`config.mk`:
```
export PLATFORM = sky130hd
export DESIGN_NAME = ks10_bus_arb
export DESIGN_NICKNAME = d
export VERILOG_FILES = /design/src/rtl/ks10_bus_pkg.sv /design/src/rtl/ks10_arb_pick.sv /design/src/rtl/ks10_bus_arb.sv
export SDC_FILE = /design/constraint.sdc
export NUM_CORES = 1
export LEC_CHECK = 0
export ABC_AREA = 1
export CORE_AREA = 2 2 172 174
export DETAILED_ROUTE_END_ITERATION = 12
export DIE_AREA = 0 0 174 176
export PLACE_DENSITY = 0.7
export SETUP_SLACK_MARGIN = 0.1
export SLEW_MARGIN = 30
export SYNTH_ARGS = -nofsm -noshare
export SYNTH_HDL_FRONTEND = slang
export SYNTH_SLANG_ARGS = --single-unit
```
`constraint.sdc`:
```
create_clock -name clk -period 3.23 [get_ports clk]
set_input_delay 0.8075 -clock clk [delete_from_list [all_inputs] [get_ports clk]]
set_output_delay 0.8075 -clock clk [all_outputs]
set_load 0.02 [all_outputs]
```
`src/rtl/ks10_bus_pkg.sv`:
```
// KS10 backplane arbiter shared definitions.
// State encoding, bus widths and master slot numbers.
package ks10_bus_pkg;

  typedef enum logic [1:0] {
    IDLE,
    REQ,
    DONE
  } arb_state_t;

  localparam int KS10_ADDR_W = 36;
  localparam int KS10_DATA_W = 36;

  localparam int MST_CPU  = 0;
  localparam int MST_CSL  = 1;
  localparam int MST_UBA0 = 2;
  localparam int MST_UBA1 = 3;

endpackage

```
`src/rtl/ks10_arb_pick.sv`:
```
// Winner selection for the KS10 bus arbiter.
// Rotate by the pointer, pick lowest set bit, rotate back.
module ks10_arb_pick #(
  parameter int N  = 4,
  parameter int IW = 2
) (
  input  logic [N-1:0]  req,
  input  logic [IW-1:0] ptr,
  input  logic          rr,
  output logic [IW-1:0] win,
  output logic          valid
);

  logic [IW-1:0] base;
  logic [N-1:0]  rot;
  logic [IW-1:0] enc;
  logic [IW:0]   sum;

  assign base  = rr ? ptr : '0;
  assign valid = |req;

  // Rotate so that the search start sits at bit 0.
  always_comb begin
    rot = '0;
    for (int i = 0; i < N; i++) begin
      rot[i] = req[(i + int'(base)) % N];
    end
  end

  // Lowest set bit of the rotated vector.
  always_comb begin
    enc = '0;
    for (int i = N - 1; i >= 0; i--) begin
      if (rot[i]) enc = IW'(i);
    end
  end

  assign sum = {1'b0, enc} + {1'b0, base};
  assign win = (sum >= (IW+1)'(N))
             ? IW'(sum - (IW+1)'(N))
             : sum[IW-1:0];

endmodule

```
`src/rtl/ks10_bus_arb.sv`:
```
// KS10 multi-master bus arbiter.
// Grants one master, runs one target cycle, NXM on timeout.
module ks10_bus_arb
  import ks10_bus_pkg::*;
#(
  parameter int NUM_MST = 4,
  parameter int ADDR_W  = KS10_ADDR_W,
  parameter int DATA_W  = KS10_DATA_W,
  parameter int RR_MODE = 1,
  parameter int TIMEOUT = 64
) (
  input  logic                      clk,
  input  logic                      rst_N,
  input  logic [NUM_MST-1:0]        busREQI,
  output logic [NUM_MST-1:0]        busACKO,
  input  logic [NUM_MST*ADDR_W-1:0] busADDRI,
  input  logic [NUM_MST*DATA_W-1:0] busDATAI,
  output logic [DATA_W-1:0]         busDATAO,
  output logic                      arbREQO,
  input  logic                      arbACKI,
  output logic [ADDR_W-1:0]         arbADDRO,
  output logic [DATA_W-1:0]         arbDATAO,
  input  logic [DATA_W-1:0]         arbDATAI,
  output logic [$clog2(NUM_MST)-1:0] arbGNT,
  output logic                      arbBUSY,
  output logic                      arbNXM
);

  localparam int IW = $clog2(NUM_MST);
  localparam int TW = (TIMEOUT > 0) ? $clog2(TIMEOUT + 1) : 1;
  localparam logic [TW-1:0] TLAST =
    TW'((TIMEOUT > 0) ? TIMEOUT - 1 : 0);

  arb_state_t    state, state_nxt;
  logic [IW-1:0] rr_ptr;
  logic [IW-1:0] ptr_nxt;
  logic [TW-1:0] timer;
  logic [IW-1:0] win;
  logic          win_vld;
  logic          tmo;
  logic          rel;

  ks10_arb_pick #(
    .N  (NUM_MST),
    .IW (IW)
  ) u_pick (
    .req   (busREQI),
    .ptr   (rr_ptr),
    .rr    (RR_MODE != 0),
    .win   (win),
    .valid (win_vld)
  );

  assign tmo = (TIMEOUT != 0) && (timer == TLAST);
  assign rel = !busREQI[arbGNT];
  assign ptr_nxt = (arbGNT == IW'(NUM_MST - 1))
                 ? '0 : arbGNT + 1'b1;

  assign arbREQO = (state == REQ);
  assign arbBUSY = (state != IDLE);

  // State register.
  always_ff @(posedge clk or negedge rst_N) begin
    if (!rst_N) state <= IDLE;
    else        state <= state_nxt;
  end

  // Next state: grant, wait for ack/timeout, wait for release.
  always_comb begin
    state_nxt = state;
    unique case (state)
      IDLE: if (win_vld) state_nxt = REQ;
      REQ:  if (arbACKI || tmo) state_nxt = DONE;
      DONE: if (rel) state_nxt = IDLE;
      default: state_nxt = IDLE;
    endcase
  end

  // Grant/data latches, timer, ack and NXM pulses.
  always_ff @(posedge clk or negedge rst_N) begin
    if (!rst_N) begin
      arbGNT   <= '0;
      arbADDRO <= '0;
      arbDATAO <= '0;
      busDATAO <= '0;
      busACKO  <= '0;
      arbNXM   <= 1'b0;
      rr_ptr   <= '0;
      timer    <= '0;
    end else begin
      busACKO <= '0;
      arbNXM  <= 1'b0;
      unique case (state)
        IDLE: begin
          if (win_vld) begin
            arbGNT   <= win;
            arbADDRO <= busADDRI[win*ADDR_W +: ADDR_W];
            arbDATAO <= busDATAI[win*DATA_W +: DATA_W];
            timer    <= '0;
          end
        end
        REQ: begin
          if (timer != '1) timer <= timer + 1'b1;
          if (arbACKI) begin
            busDATAO <= arbDATAI;
            busACKO  <= NUM_MST'(1) << arbGNT;
          end else if (tmo) begin
            busDATAO <= '0;
            busACKO  <= NUM_MST'(1) << arbGNT;
            arbNXM   <= 1'b1;
          end
        end
        DONE: begin
          if (rel && (RR_MODE != 0)) rr_ptr <= ptr_nxt;
        end
        default: ;
      endcase
    end
  end

endmodule

```
==> Word-level counts from Yosys, hierarchy flattened <==
Index checks and enable logic that the tools add are counted.
{ "word_totals": {"output_inout_bits": 117, "ff_bits": 126, "elab_cells": 87} }
{ "op_classes": {"order_cmp": 6, "n_mul": 1, "n_shift": 3, "reduce_logical": 14, "muxes": 34, "bitwise_logic": 4, "eq_ne": 9, "addsub": 7} }
{ "op_table": {"columns": ["cell", "count"], "rows": [
  ["$shiftx 144x9->36", 2],
  ["$mux 36", 2],
  ["$mux 2", 9],
  ["$mux 7", 2],
  ["$pmux 7 s2", 1],
  ["$lt 3x4->1 const B", 3],
  ["$mux 4", 3],
  ["$mux 1", 11],
  ["$bmux 1 s2", 5],
  ["$add 7x1->7 const B", 1],
  ["$eq 7x6->1 const B", 1],
  ["$ne 7x7->1 const B", 1],
  ["$lt 2x3->1 const B", 2],
  ["$mul 2x4->6 const B", 1],
  ["$ne 2x1->1 const B", 3],
  ["$pmux 2 s3", 1],
  ["$reduce_and 2->1", 3],
  ["$reduce_and 3->1", 2],
  ["$reduce_bool 2->1", 3],
  ["$reduce_or 2->1", 3],
  ["$add 2x2->2 const A", 2],
  ["$eq 2x2->1 const B", 2],
  ["$reduce_or 4->1", 1],
  ["$shl 1x2->4 const A", 1],
  ["other kinds (11)", 13]
]} }

==> Depth between registers and ports, before layout <==
{ "depth": {"ltp_word": 15, "depth_mapped": 17, "depth_no_buf": 15} }

==> Hierarchy <==
From an unflattened synthesis, not the netlist that was laid out.
{ "hier_totals": {"hier_cells": 1042, "hier_area_um2": 7318.3} }
{ "modules_own_cells": {"columns": ["module", "instances", "area_per_inst_um2", "cells_per_inst"], "rows": [
  ["ks10_bus_arb", 1, 6993.0, 973],
  ["ks10_arb_pick", 1, 325.3, 69]
]} }

==> Worst setup path after synthesis <==
OpenSTA, ideal clock, no wires.
{ "synth_timing": {"kind": "input to register", "from": "input port busREQI[0]", "to": "register arbDATAO[23]", "path_slack_ns": 0.450, "cell_stages": 14, "arrival_time_ns": 2.662, "path_cell_list": "inv_1 -> nand2_1 -> nand2_1 -> nand2_1 -> a31oi_1 -> nor2_1 -> ha_1 -> buf_2 -> buf_4 -> buf_1 -> mux2i_1 -> nand2_1 -> nand3_1 -> nand2_1"} }
{ "synth_via": {"elab_chain_cells": 12, "elab_cells_between_ends": 23} }
{ "synth_lines": {"columns": ["item", "line_no", "text"], "rows": [
  ["from (decl)", "ks10_bus_arb.sv:14", "input logic [NUM_MST-1:0] busREQI,"],
  ["$bmux 1 s2", "ks10_arb_pick.sv:26", "rot[i] = req[(i + int'(base)) % N];"],
  ["$mux 1 (implied by the code) (2 in a row)", "ks10_arb_pick.sv:26", null],
  ["$mux 2 (3 in a row)", "ks10_arb_pick.sv:34", "if (rot[i]) enc = IW'(i);"],
  ["$mux 2 *", "ks10_arb_pick.sv:34", null],
  ["$add 2x2->3 *", "ks10_arb_pick.sv:38", "assign sum = {1'b0, enc} + {1'b0, base};"],
  ["named net u_pick.sum[0]", "ks10_arb_pick.sv:17", "logic [IW:0] sum;"],
  ["$ge 3x3->1 / $sub 2x1->2 (equally long branches)", "ks10_arb_pick.sv:39, ks10_arb_pick.sv:40", null],
  ["$mux 2 *", "ks10_arb_pick.sv:40", "? IW'(sum - (IW+1)'(N))"],
  ["$mul 2x4->6 *", "ks10_bus_arb.sv:98", "arbDATAO <= busDATAI[win*DATA_W +: DATA_W];"],
  ["$shiftx 144x9->36 *", "ks10_bus_arb.sv:98", null],
  ["to (signal assigned)", "ks10_bus_arb.sv:98", null],
  ["to (decl)", "ks10_bus_arb.sv:22", "output logic [DATA_W-1:0] arbDATAO,"]
]} }
Mark *: on every way through the listed nets, which the timed path passes. The rest lies on a longest branch. The select of a mux whose other input is x is not followed.
A chain may end at the register's enable or synchronous reset.

==> Worst setup path in the final report <==
{ "layout_timing": {"from": "input port busREQI[1]", "to": "register arbADDRO[19]"} }
{ "layout_via": {"elab_chain_cells": 12, "elab_cells_between_ends": 23} }
{ "layout_lines": {"columns": ["item", "line_no", "text"], "rows": [
  ["$bmux 1 s2", "ks10_arb_pick.sv:26", null],
  ["$mux 1 (implied by the code) (2 in a row)", "ks10_arb_pick.sv:26", null],
  ["$mux 2 (3 in a row)", "ks10_arb_pick.sv:34", null],
  ["$mux 2 *", "ks10_arb_pick.sv:34", null],
  ["$add 2x2->3 *", "ks10_arb_pick.sv:38", null],
  ["named net u_pick.sum[0]", "ks10_arb_pick.sv:17", null],
  ["$ge 3x3->1 / $sub 2x1->2 (equally long branches)", "ks10_arb_pick.sv:39, ks10_arb_pick.sv:40", null],
  ["$mux 2 *", "ks10_arb_pick.sv:40", null],
  ["$mul 2x4->6 *", "ks10_bus_arb.sv:97", "arbADDRO <= busADDRI[win*ADDR_W +: ADDR_W];"],
  ["$shiftx 144x9->36 *", "ks10_bus_arb.sv:97", null],
  ["to (signal assigned)", "ks10_bus_arb.sv:97", null],
  ["to (decl)", "ks10_bus_arb.sv:21", "output logic [ADDR_W-1:0] arbADDRO,"]
]} }
Marks and branches as above.

==> results.md <==
* Gate count after technology mapping at 936
* Layout cells sized above 1 at 5.83%
* Post-Route Hold Slack at 0.385 ns
* Total core area at 28,500 um^2
* Width of the die at 174 um
* Clock tree from TritonCTS: built
* Most common cell after layout, fill and taps aside: sky130_fd_sc_hd__clkdlybuf4s50_1
* Core Rows at 62
* Hold-fix buffers, CTS at 0
* Largest fanout on the critical path at 18
* Wire length reported by the detailed router at 31,000 um
* Commonest non-fill, non-tap cells in the layout: 446 x sky130_fd_sc_hd__clkdlybuf4s50_1, 340 x sky130_fd_sc_hd__nand2_1, 189 x sky130_fd_sc_hd__nand3_1
* Routed length per placed instance at 17.4 um
* Fraction of the mapped netlist area in simple logic gates at 30.8%
* Yosys warning count at 0
* Status: finished clean
* Clock latency of the later-clocked register in the worst-skew pair at 0.41 ns
* Largest family of logic cells by synthesized area: simple AND/OR/NAND/NOR gates
* Reg power frac at 17.9%
* Period minus WS final at 2.89 ns
* TritonCTS Buffers at 17
* RR Startpoint: rr_ptr[0]
* Worst IR Drop VDD at 0.874 mV
* Combinational fraction of design power at 69.9%
* Placed Cells incl. Taps at 1,741
* Register area share after synthesis at 41.8%
* Max clock buf depth at 2
* Synthesized netlist net count at 1,273
* Final ANT Viol Nets at 0
* Count of cell types in the netlist at 25
* Crit path required time at 3.52 ns
* Setup skew after layout at 0.00953 ns
* Vias after detailed routing at 8,336
* Multiplexer share of the synthesized area at 19.1%
* Post-CTS repair timing setup buffer count at 0
* Count of cell instances traversed by the critical path at 15
* Kind of start point of the critical path: primary input
* Final cell count without fillers at 1,779
* Pwr per Cell Area at 1200 nW/um^2
* Area of the mapped netlist at 7540 um^2
* Post-detailed-route DRC marker count at 0
* Critical-path top delay cell: sky130_fd_sc_hd__clkdlybuf4s50_1
* Clock H-tree levels at 4
* Post-route standard cell area excluding fillers at 13,200 um^2
* Max incr delay on CP at 0.51 ns
* DP Area at 12,600 um^2
* Leakage dissipation at 6.12 nW
* Setup repair after global routing missed its margin: false
* Area enclosed by the die boundary at 30,600 um^2
* Floorplan die height at 176 um
* Buf+Inv Stages, Crit Path at 4
* Maximum number of pins on one net before global-route repair at 70
* Synth Area in Compound Gates at 1.36%
* Crit path cell chain: clkdlybuf4s50_1 -> inv_1 -> nand2_1 -> nand2_1 -> nand2_1 -> nand2_1 -> a31oi_1 -> nor2_1 -> ha_4 -> buf_12 -> mux2i_1 -> buf_4 -> nand3_1 -> nand3_1 -> nand2_1
* Part of the cycle the worst path needs at 89.4%
* Resized Gates After CTS at 0
* Endpoint of the most critical register-to-register path: arbADDRO[19]
* Kind of critical path: in -> reg
* First-pass GRT wire length at 47,400 um
* Via count of the first global-routing pass at 8,415
* Number of I/O pins at 448
* Endpoint arrival time on the critical path at 3.18 ns
* Xor/xnor cell area share of the yosys netlist at 0.348%
* Number of nets in the finished design at 1,713
* Root buffer cell: sky130_fd_sc_hd__clkbuf_16
* Gp weighted congestion at 0.863
* Number of endpoints with negative hold slack in the final report at 0
* Estimated wirelength of the detail-placed design at 23,700 um
* Register-to-register path setup slack at 0.50 ns
* Clock edge transition at the registers on the reported setup and hold paths at 0.06 ns
* Maximum Capacitance Violations at 0
* Least-Margin Pin Slew at 0.608 ns
* Nature of the critical path endpoint: flop
* Yosys reg bits at 126
* Setup crit start: busREQI[1]
* Detailed-routing iteration count for the pre-antenna-repair pass at 5
* DR iter-0 viols at 472
* Leftover overflow at the end of global routing at 0
* Switching power as a share of total power at 46.6%
* Clk pwr share at 12.2%
* Number of failing setup endpoints in the final timing report at 0
* Mean instance size in the synthesized netlist at 8.06 um^2
* Detail-routed via count per cell at 4.69
* Post-Synth Adder-Cell Area at 0.996%
* Antenna violations before repair at 6
* Tightest slew margin relative to the limit at 59.4%
* Area Overhead vs Synth at 75.6%
* Sw power at 7.39 mW
* TritonCTS sink count at 126
* Cell occurring most often along the worst timing path: sky130_fd_sc_hd__nand2_1
* Internal power at 8.46 mW
* Max Slew Vio Count at 0
* Total track usage at 19.8%
* CP delay by family, top: buffers and inverters
* Length in cells of the worst reg-to-reg path at 14
* Path type of the worst min-delay path: in -> async
* Maximum clock frequency at 346 MHz
* Count of port buffers added during placement at 447
* CP endpoint: arbADDRO[19]
* Starting density of the core at 26.4%
-- logic make-up after synthesis --
| group | Yosys count |
|---|---|
| adder cells (fa/ha/maj) | 6 |
| multiplexers | 144 |
| AND/OR/NAND/NOR | 548 |
| buffers and inverters | 90 |
| flip-flops | 126 |
| AO/OA/AOI/OAI | 19 |
| XOR/XNOR | 3 |
-- layout make-up --
cell class	count	area (um^2)
Fill cell	2772	15300
Timing Repair Buffer	487	4910
Clock buffer	20	447
Clock inverter	12	138
Sequential cell	126	3150
Tap cell	384	480
Multi-Input combinational cell	720	4010
Inverter	24	90.1
Antenna cell	6	15.0
-- flip-flops by register name (all words and copies together) (netlist names) --
name / cells
arbGNT: 2
state: 2
rr_ptr: 2
arbNXM: 1
arbDATAO: 36
arbADDRO: 36
busDATAO: 36
timer: 7
busACKO: 4
-- through the flow --
stage                     setup TNS [ns]  total power, mW  util [%]  setup slack (ns)
final                                  0             15.8      46.4             0.344
after floorplan                        0             9.80         -             0.450
after global routing                   0             17.0      46.4             0.151
after detailed placement          -0.181             14.0      44.3            -0.130
after CTS                              0             16.0      46.3             0.299
after global placement            -0.151             13.9      44.3            -0.109
-- worst min-delay path by stage --
stage / depth (start not counted) / end / start
4_1_cts: 1 / arbDATAO[26] / rst_N
5_1_grt: 1 / busDATAO[25] / rst_N
6_report: 1 / busDATAO[25] / rst_N
2_1_floorplan: 1 / state[1] / state[0]
3_5_place_dp: 1 / state[1] / state[0]
3_3_place_gp: 1 / state[1] / state[0]
-- worst register-to-register path, cell delays in order (launching register included) --
cell and delay, ns:
sky130_fd_sc_hd__dfrtp_1 0.61, sky130_fd_sc_hd__inv_2 0.15, sky130_fd_sc_hd__nand2_1 0.09, sky130_fd_sc_hd__nand2_1 0.07, sky130_fd_sc_hd__nand2_1 0.07, sky130_fd_sc_hd__nand2_1 0.07, sky130_fd_sc_hd__a31oi_1 0.14, sky130_fd_sc_hd__nor2_1 0.08
sky130_fd_sc_hd__ha_4 0.31, sky130_fd_sc_hd__buf_12 0.17, sky130_fd_sc_hd__mux2i_1 0.40, sky130_fd_sc_hd__buf_4 0.18, sky130_fd_sc_hd__nand3_1 0.09, sky130_fd_sc_hd__nand3_1 0.11, sky130_fd_sc_hd__nand2_1 0.06
-- cells in the mapped netlist --
| library cell | n | area share (%) |
|---|---|---|
| sky130_fd_sc_hd__nor2_1 | 10 | 0.50 |
| sky130_fd_sc_hd__xor2_1 | 3 | 0.35 |
| sky130_fd_sc_hd__a31oi_1 | 1 | 0.083 |
| sky130_fd_sc_hd__clkbuf_1 | 31 | 1.5 |
| sky130_fd_sc_hd__nand2_1 | 340 | 17 |
| sky130_fd_sc_hd__buf_2 | 19 | 1.3 |
| sky130_fd_sc_hd__a21oi_1 | 9 | 0.60 |
| sky130_fd_sc_hd__nand3_2 | 1 | 0.13 |
| sky130_fd_sc_hd__buf_1 | 7 | 0.35 |
| sky130_fd_sc_hd__buf_6 | 7 | 1.0 |
| sky130_fd_sc_hd__nand3_1 | 190 | 13 |
| sky130_fd_sc_hd__o21ai_0 | 6 | 0.40 |
| sky130_fd_sc_hd__inv_2 | 3 | 0.15 |
| sky130_fd_sc_hd__nand2_4 | 1 | 0.15 |
| sky130_fd_sc_hd__o22ai_1 | 1 | 0.083 |
| sky130_fd_sc_hd__nand2_2 | 1 | 0.083 |
| sky130_fd_sc_hd__buf_4 | 2 | 0.20 |
| sky130_fd_sc_hd__ha_1 | 6 | 1.0 |
| sky130_fd_sc_hd__dfrtp_1 | 126 | 42 |
| sky130_fd_sc_hd__mux2i_1 | 144 | 19 |
| sky130_fd_sc_hd__nand4_1 | 1 | 0.083 |
| sky130_fd_sc_hd__nor3_1 | 3 | 0.20 |
| sky130_fd_sc_hd__o31ai_1 | 2 | 0.20 |
| sky130_fd_sc_hd__nor2_2 | 1 | 0.083 |
| sky130_fd_sc_hd__inv_1 | 21 | 1.0 |
-- layer usage --
metal	GRT usage, %	part of all wire, %	vias to the layer above
li1	-	-	4008
met1	23.0	40	3951
met2	34.8	51	341
met3	4.97	7.1	36
met4	8.23	2.2	0
met5	0	0	-
-- power groups by stage --
stage | Sequential (mW) | Combinational [mW] | Clock (mW)
floorplan | 3.63 | 6.17 | 0
global placement | 2.84 | 11.0 | 0
detailed placement | 2.83 | 11.2 | 0
CTS | 2.83 | 11.2 | 2.01
global route | 2.93 | 12.0 | 2.07
finish | 2.83 | 11.1 | 1.94
Power figures use the tool's default switching activity.
==> RTL edit 1 (config.mk and constraints unchanged) <==
Re-encode `arb_state_t` (3 states) as one-hot, 3 bits wide.
--- a/src/rtl/ks10_bus_pkg.sv
+++ b/src/rtl/ks10_bus_pkg.sv
@@ -2,10 +2,10 @@
 // State encoding, bus widths and master slot numbers.
 package ks10_bus_pkg;
 
-  typedef enum logic [1:0] {
-    IDLE,
-    REQ,
-    DONE
+  typedef enum logic [2:0] {
+    IDLE = 3'b001,
+    REQ  = 3'b010,
+    DONE = 3'b100
   } arb_state_t;
 
   localparam int KS10_ADDR_W = 36;
Function: same outputs for any inputs over 4 cycles, from zero or initial values and one cycle with rst_N low; so few cycles prove little.
==> RTL edit 1 against the unedited design <==
Core utilization increased by 0.61 points. Non-clock buffer count up 10. Critical path depth unchanged. Setup slack worse by 0.074 ns. Cell area increased by 1.3%. Clock skew rose by 0.0012 ns. Synthesized area up 0.93%. Combinational power rose by 13%. Routed wire length grew 0.15%. Highest routed layer unchanged. Clock power about the same. Sequential cell count increased by 1. Total power is 9.2% higher.
==> RTL edit 1: results (changes against the unedited design) <==
- Status: finished clean (unchanged)
- Netlist cell types: 30 (was 25)
- R2R Setup Slk: 0.51 ns
- P_int: 9.17 mW (was 8.46 mW)
- Cell family with most CP delay: buffers and inverters (unchanged)
- Top post-synthesis cells by count: 348 x nand2_1, 187 x nand3_1, 144 x mux2i_1 (was 340 x nand2_1, 190 x nand3_1, 144 x mux2i_1)
- Largest net degree at the start of global routing: 55 (was 70)
- Initial antenna violation count: 2 (was 6)
- Post-CTS setup repair buffer count: 0 (unchanged)
- Worst Clk Skew: 0.0107 ns (was 0.00953 ns)
- NonClk Buf Share: 37.6% (was 37.1%)
- Post-DP Area: 0.0128 sq mm (was 0.0126 sq mm)
- Hold WS: 0.345 ns (was 0.385 ns)
- CP arrival: 3.26 ns (was 3.18 ns)
- Net Count, Synth: 1281 (was 1273)
- CTS H-Tree Depth: 4 (unchanged)
- Seq/Total Area, Yosys: 41.8% (about the same)
- Layout cells sized above 1: 6.82% (was 5.83%)
- Total Routing Usage GR: 19.9% (was 19.8%)
- R2R depth: 14 (unchanged)
- Nets: 1731 (was 1713)
- Vias in the first global route: 8598 (was 8415)
- Logic inverters: 22 (was 24)
- TritonCTS Buffers: 17 (unchanged)
- Clock transition at path regs: 0.07 ns
- Final core occ: 47.0% (was 46.4%)
- Syn avg cell area: 8.06 sq um (about the same)
- Pre-Repair DR Iteration Count: 5 (unchanged)
- Peak VDD IR: 0.587 mV (was 0.874 mV)
- Crit Path Max Fanout: 23 (was 18)
- Cells after Synth: 944 (was 936)
- Multi-input gates: 729 (was 720)
- GP Congestion: 0.888 (was 0.863)
- Multi-input gate area: 0.00404 sq mm (was 0.00401 sq mm)
- Top cells by area, synth: dfrtp_1 41%, mux2i_1 19%, nand2_1 17%, nand3_1 12%, clkbuf_1 1.8% (was dfrtp_1 42%, mux2i_1 19%, nand2_1 17%, nand3_1 13%, clkbuf_1 1.5%)
- P_leak: 6.21 nW (was 6.12 nW)
- Final wirelength: 31.0 mm (about the same)
- First-pass GRT wire length: 47.6 mm (was 47.4 mm)
- Via-to-Cell Ratio: 4.68 (was 4.69)
- Top Registers: arbADDRO (36), arbDATAO (36), busDATAO (36) (unchanged)
- Reg2reg end: arbADDRO[0]$_DFFE_PN0P_ (was arbADDRO[19]$_DFFE_PN0P_)
- Filler Cells Inserted: 2758 (was 2772)
- DPL Wire Length: 23.6 mm (was 23.7 mm)
- Non-clock buffer count: 497 (was 487)
- Sequential Area: 0.00318 sq mm (was 0.00315 sq mm)
- Slew margin rel.: 61.2% (was 59.4%)
- Sequential cell count: 127 (was 126)
- Clock buf/inv share: 4.30% (was 4.41%)
- Setup WS pre-CTS: -0.155 ns (was -0.130 ns)
- Antenna Cells: 1 (was 6)
- Finished Layout Cells: 1792 (was 1779)
- Period utilization: 91.6% (was 89.4%)
- Iter 0 DRT Violations: 433 (was 472)
RTL edit 1: cell count changes after synthesis, sizes merged, moves of 2 or more:
cell    delta
a21oi      -4
a32o       +2
buf        -5
clkbuf     +5
inv        -3
nand2      +8
nand3      -3
nor2       +3
or2        +3
RTL edit 1: routing by layer:
layer / vias up / part of all wire [%] / track usage (%)
met3: 41 / 7.3 / 5.28
li1: 4050 / - / -
met1: 3931 / 40 / 23.6
met4: 0 / 2.6 / 6.13
met2: 371 / 50 / 35.0
met5: - / 0 / 0
RTL edit 1: worst max path at each step:
stage / startpoint / to
floorplan: busREQI[0] / arbADDRO[21]$_DFFE_PN0P_
global placement: busREQI[1] / arbADDRO[0]$_DFFE_PN0P_
detailed placement: busREQI[1] / arbADDRO[0]$_DFFE_PN0P_
CTS: busREQI[1] / arbADDRO[0]$_DFFE_PN0P_
global route: busREQI[1] / arbADDRO[0]$_DFFE_PN0P_
finish: busREQI[1] / arbADDRO[0]$_DFFE_PN0P_
RTL edit 1: power groups by stage:
stage | clock network [mW] | registers, mW | logic, mW
after detailed placement | 0 | 2.86 | 12.6
after global routing | 2.07 | 2.95 | 13.6
after floorplan | 0 | 3.61 | 6.91
after CTS | 2.01 | 2.85 | 12.7
final | 1.94 | 2.86 | 12.5
after global placement | 0 | 2.85 | 12.5
RTL edit 1: kinds of logic (layout without fill, tap and decap cells):
family	count (synthesis)	count (layout)	share of synthesized area, %
and+or+nand+nor	560	560	31.2
muxes	144	144	18.9
DFF	127	127	41.8
buffers and inverters	88	551	5.54
AOI/OAI and AO/OA	17	17	1.33
adders and majority gates	6	6	0.986
xor gates and xnor gates	2	2	0.230
other	0	1	0
==> RTL edit 2 (same settings) <==
Without the edit above. Set the package constant `KS10_ADDR_W` to 40 (it was 36).
--- a/src/rtl/ks10_bus_pkg.sv
+++ b/src/rtl/ks10_bus_pkg.sv
@@ -8,7 +8,7 @@
     DONE
   } arb_state_t;
 
-  localparam int KS10_ADDR_W = 36;
+  localparam int KS10_ADDR_W = 40;
   localparam int KS10_DATA_W = 36;
 
   localparam int MST_CPU  = 0;
Ports: changed (resized arbADDRO and busADDRI); port bits go from 448 to 468. The function was not compared with the original's and may differ.
==> RTL edit 2 against the unedited design <==
Core utilization increased by 1.8 points. Setup slack gained 0.047 ns. Sequential cell count up 4. Cell area rose by 3.8%. Critical path type unchanged. Total power grew 4.7%. Clock skew rose by 0.0034 ns. Clock power fell by 3%. Final cell count increased by 2.9%. Sequential share of layout area is 0.15 points lower. Synthesized area grew 3.5%. Global-route usage is 0.12 points lower. Routed wire length rose by 1.1%.
==> RTL edit 2: results (changes against the unedited design) <==
- Worst Clk Skew: 0.0129 ns (was 0.00953 ns)
- Worst slew pin tran: 0.703 ns (was 0.608 ns)
- Vias in the first global route: 8661 (was 8415)
- Via-to-Cell Ratio: 4.65 (was 4.69)
- HP Class: in -> async (unchanged)
- Antenna Cells: 0 (was 6)
- Seq/Total Area, Yosys: 41.7% (was 41.8%)
- Top post-synthesis cells by count: 351 x nand2_1, 198 x nand3_1, 152 x mux2i_1 (was 340 x nand2_1, 190 x nand3_1, 144 x mux2i_1)
- Clock Tree Root: clkbuf_16 (unchanged)
- Filler Cells Inserted: 2721 (was 2772)
- Initial antenna violation count: 0 (was 6)
- Netlist cell types: 26 (was 25)
- Nets: 1786 (was 1713)
- Iter 0 DRT Violations: 351 (was 472)
- First-pass GRT wire length: 47.4 mm (about the same)
- Net Count, Synth: 1326 (was 1273)
- R2R Setup Slk: 0.63 ns (was 0.50 ns)
- Layout cells sized above 1: 6.36% (was 5.83%)
- Sequential Area: 0.00325 sq mm (was 0.00315 sq mm)
- Via count: 8514 (was 8336)
- DPL Wire Length: 24.2 mm (was 23.7 mm)
- GP Congestion: 0.841 (was 0.863)
- Avg WL per Cell: 17.1 um (was 17.4 um)
- Cells after Synth: 973 (was 936)
- CP arrival: 3.14 ns (was 3.18 ns)
- Top Registers: arbADDRO (40), arbDATAO (36), busDATAO (36) (was arbADDRO (36), arbDATAO (36), busDATAO (36))
- Post-DP Area: 0.0132 sq mm (was 0.0126 sq mm)
- Largest net degree at the start of global routing: 45 (was 70)
- Status: finished clean (unchanged)
- Routing usage on met1: 24.8% (was 23.0%)
- P_leak: 6.37 nW (was 6.12 nW)
## RTL edit 2: kinds of logic (layout without fill, tap and decap cells)
logic type,after synthesis,count (layout),share of synthesized area (%)
adder cells (fa/ha/maj),6,6,0.962
AND/OR/NAND/NOR,568,568,30.9
buffers and inverters,95,568,5.34
flip-flops,130,130,41.7
XOR/XNOR,3,3,0.337
multiplexers,152,152,19.5
AO/OA/AOI/OAI,19,19,1.31
## RTL edit 2: per-stage QoR
stage,hold slack [ns],setup slack (ns),total power [mW]
finish,0.313,0.391,16.6
global route,0.327,0.230,17.8
CTS,0.310,0.434,16.8
detailed placement,0.458,0.0154,14.8
global placement,0.452,0.0436,14.7
floorplan,0.430,0.445,10.1
## RTL edit 2: layer usage
layer | wire (um) | part of all wire, % | vias up
li1 | - | - | 4161
met4 | 433 | 1.4 | 0
met1 | 13000 | 42 | 3986
met3 | 2140 | 6.8 | 23
met5 | 0 | 0 | -
met2 | 15700 | 50 | 344
## RTL edit 2: final timing paths
kind,start,to,depth (start not counted)
max,busREQI[1],arbDATAO[32]$_DFFE_PN0P_,15
min,rst_N,arbADDRO[16]$_DFFE_PN0P_,1
max reg2reg,rr_ptr[0]$_DFFE_PN0P_,arbDATAO[32]$_DFFE_PN0P_,14
min reg2reg,busDATAO[32]$_DFFE_PN0P_,busDATAO[32]$_DFFE_PN0P_,2
max in group asynchronous,rst_N,arbDATAO[17]$_DFFE_PN0P_,2
min in group clk,busDATAO[32]$_DFFE_PN0P_,busDATAO[32]$_DFFE_PN0P_,2
## RTL edit 2: area by class of cell
type / instances / share of cell area, %
Clock buffer: 17 / 3.09
Clock inverter: 15 / 1.02
Inverter: 24 / 0.683
Multi-Input combinational cell: 748 / 30.4
Sequential cell: 130 / 23.7
Tap cell: 384 / 3.50
Timing Repair Buffer: 512 / 37.7
## RTL edit 2: worst reg2reg max path, cell delays in order, from the launching register on
cell     delay (ns)
dfrtp_1        0.62
inv_4          0.10
nand2_1        0.08
nand2_1        0.06
nand2_1        0.08
nand2_2        0.07
a31oi_1        0.15
nor2_1         0.09
ha_4           0.33
buf_12         0.19
buf_4          0.19
mux2i_1        0.24
nand3_1        0.13
nand3_1        0.10
nand2_1        0.05
## RTL edit 2: power by group
group,switching [mW],internal [mW]
Sequential,0.499,2.45
Clock,0.852,1.02
Combinational,6.42,5.35
Total,7.77,8.82
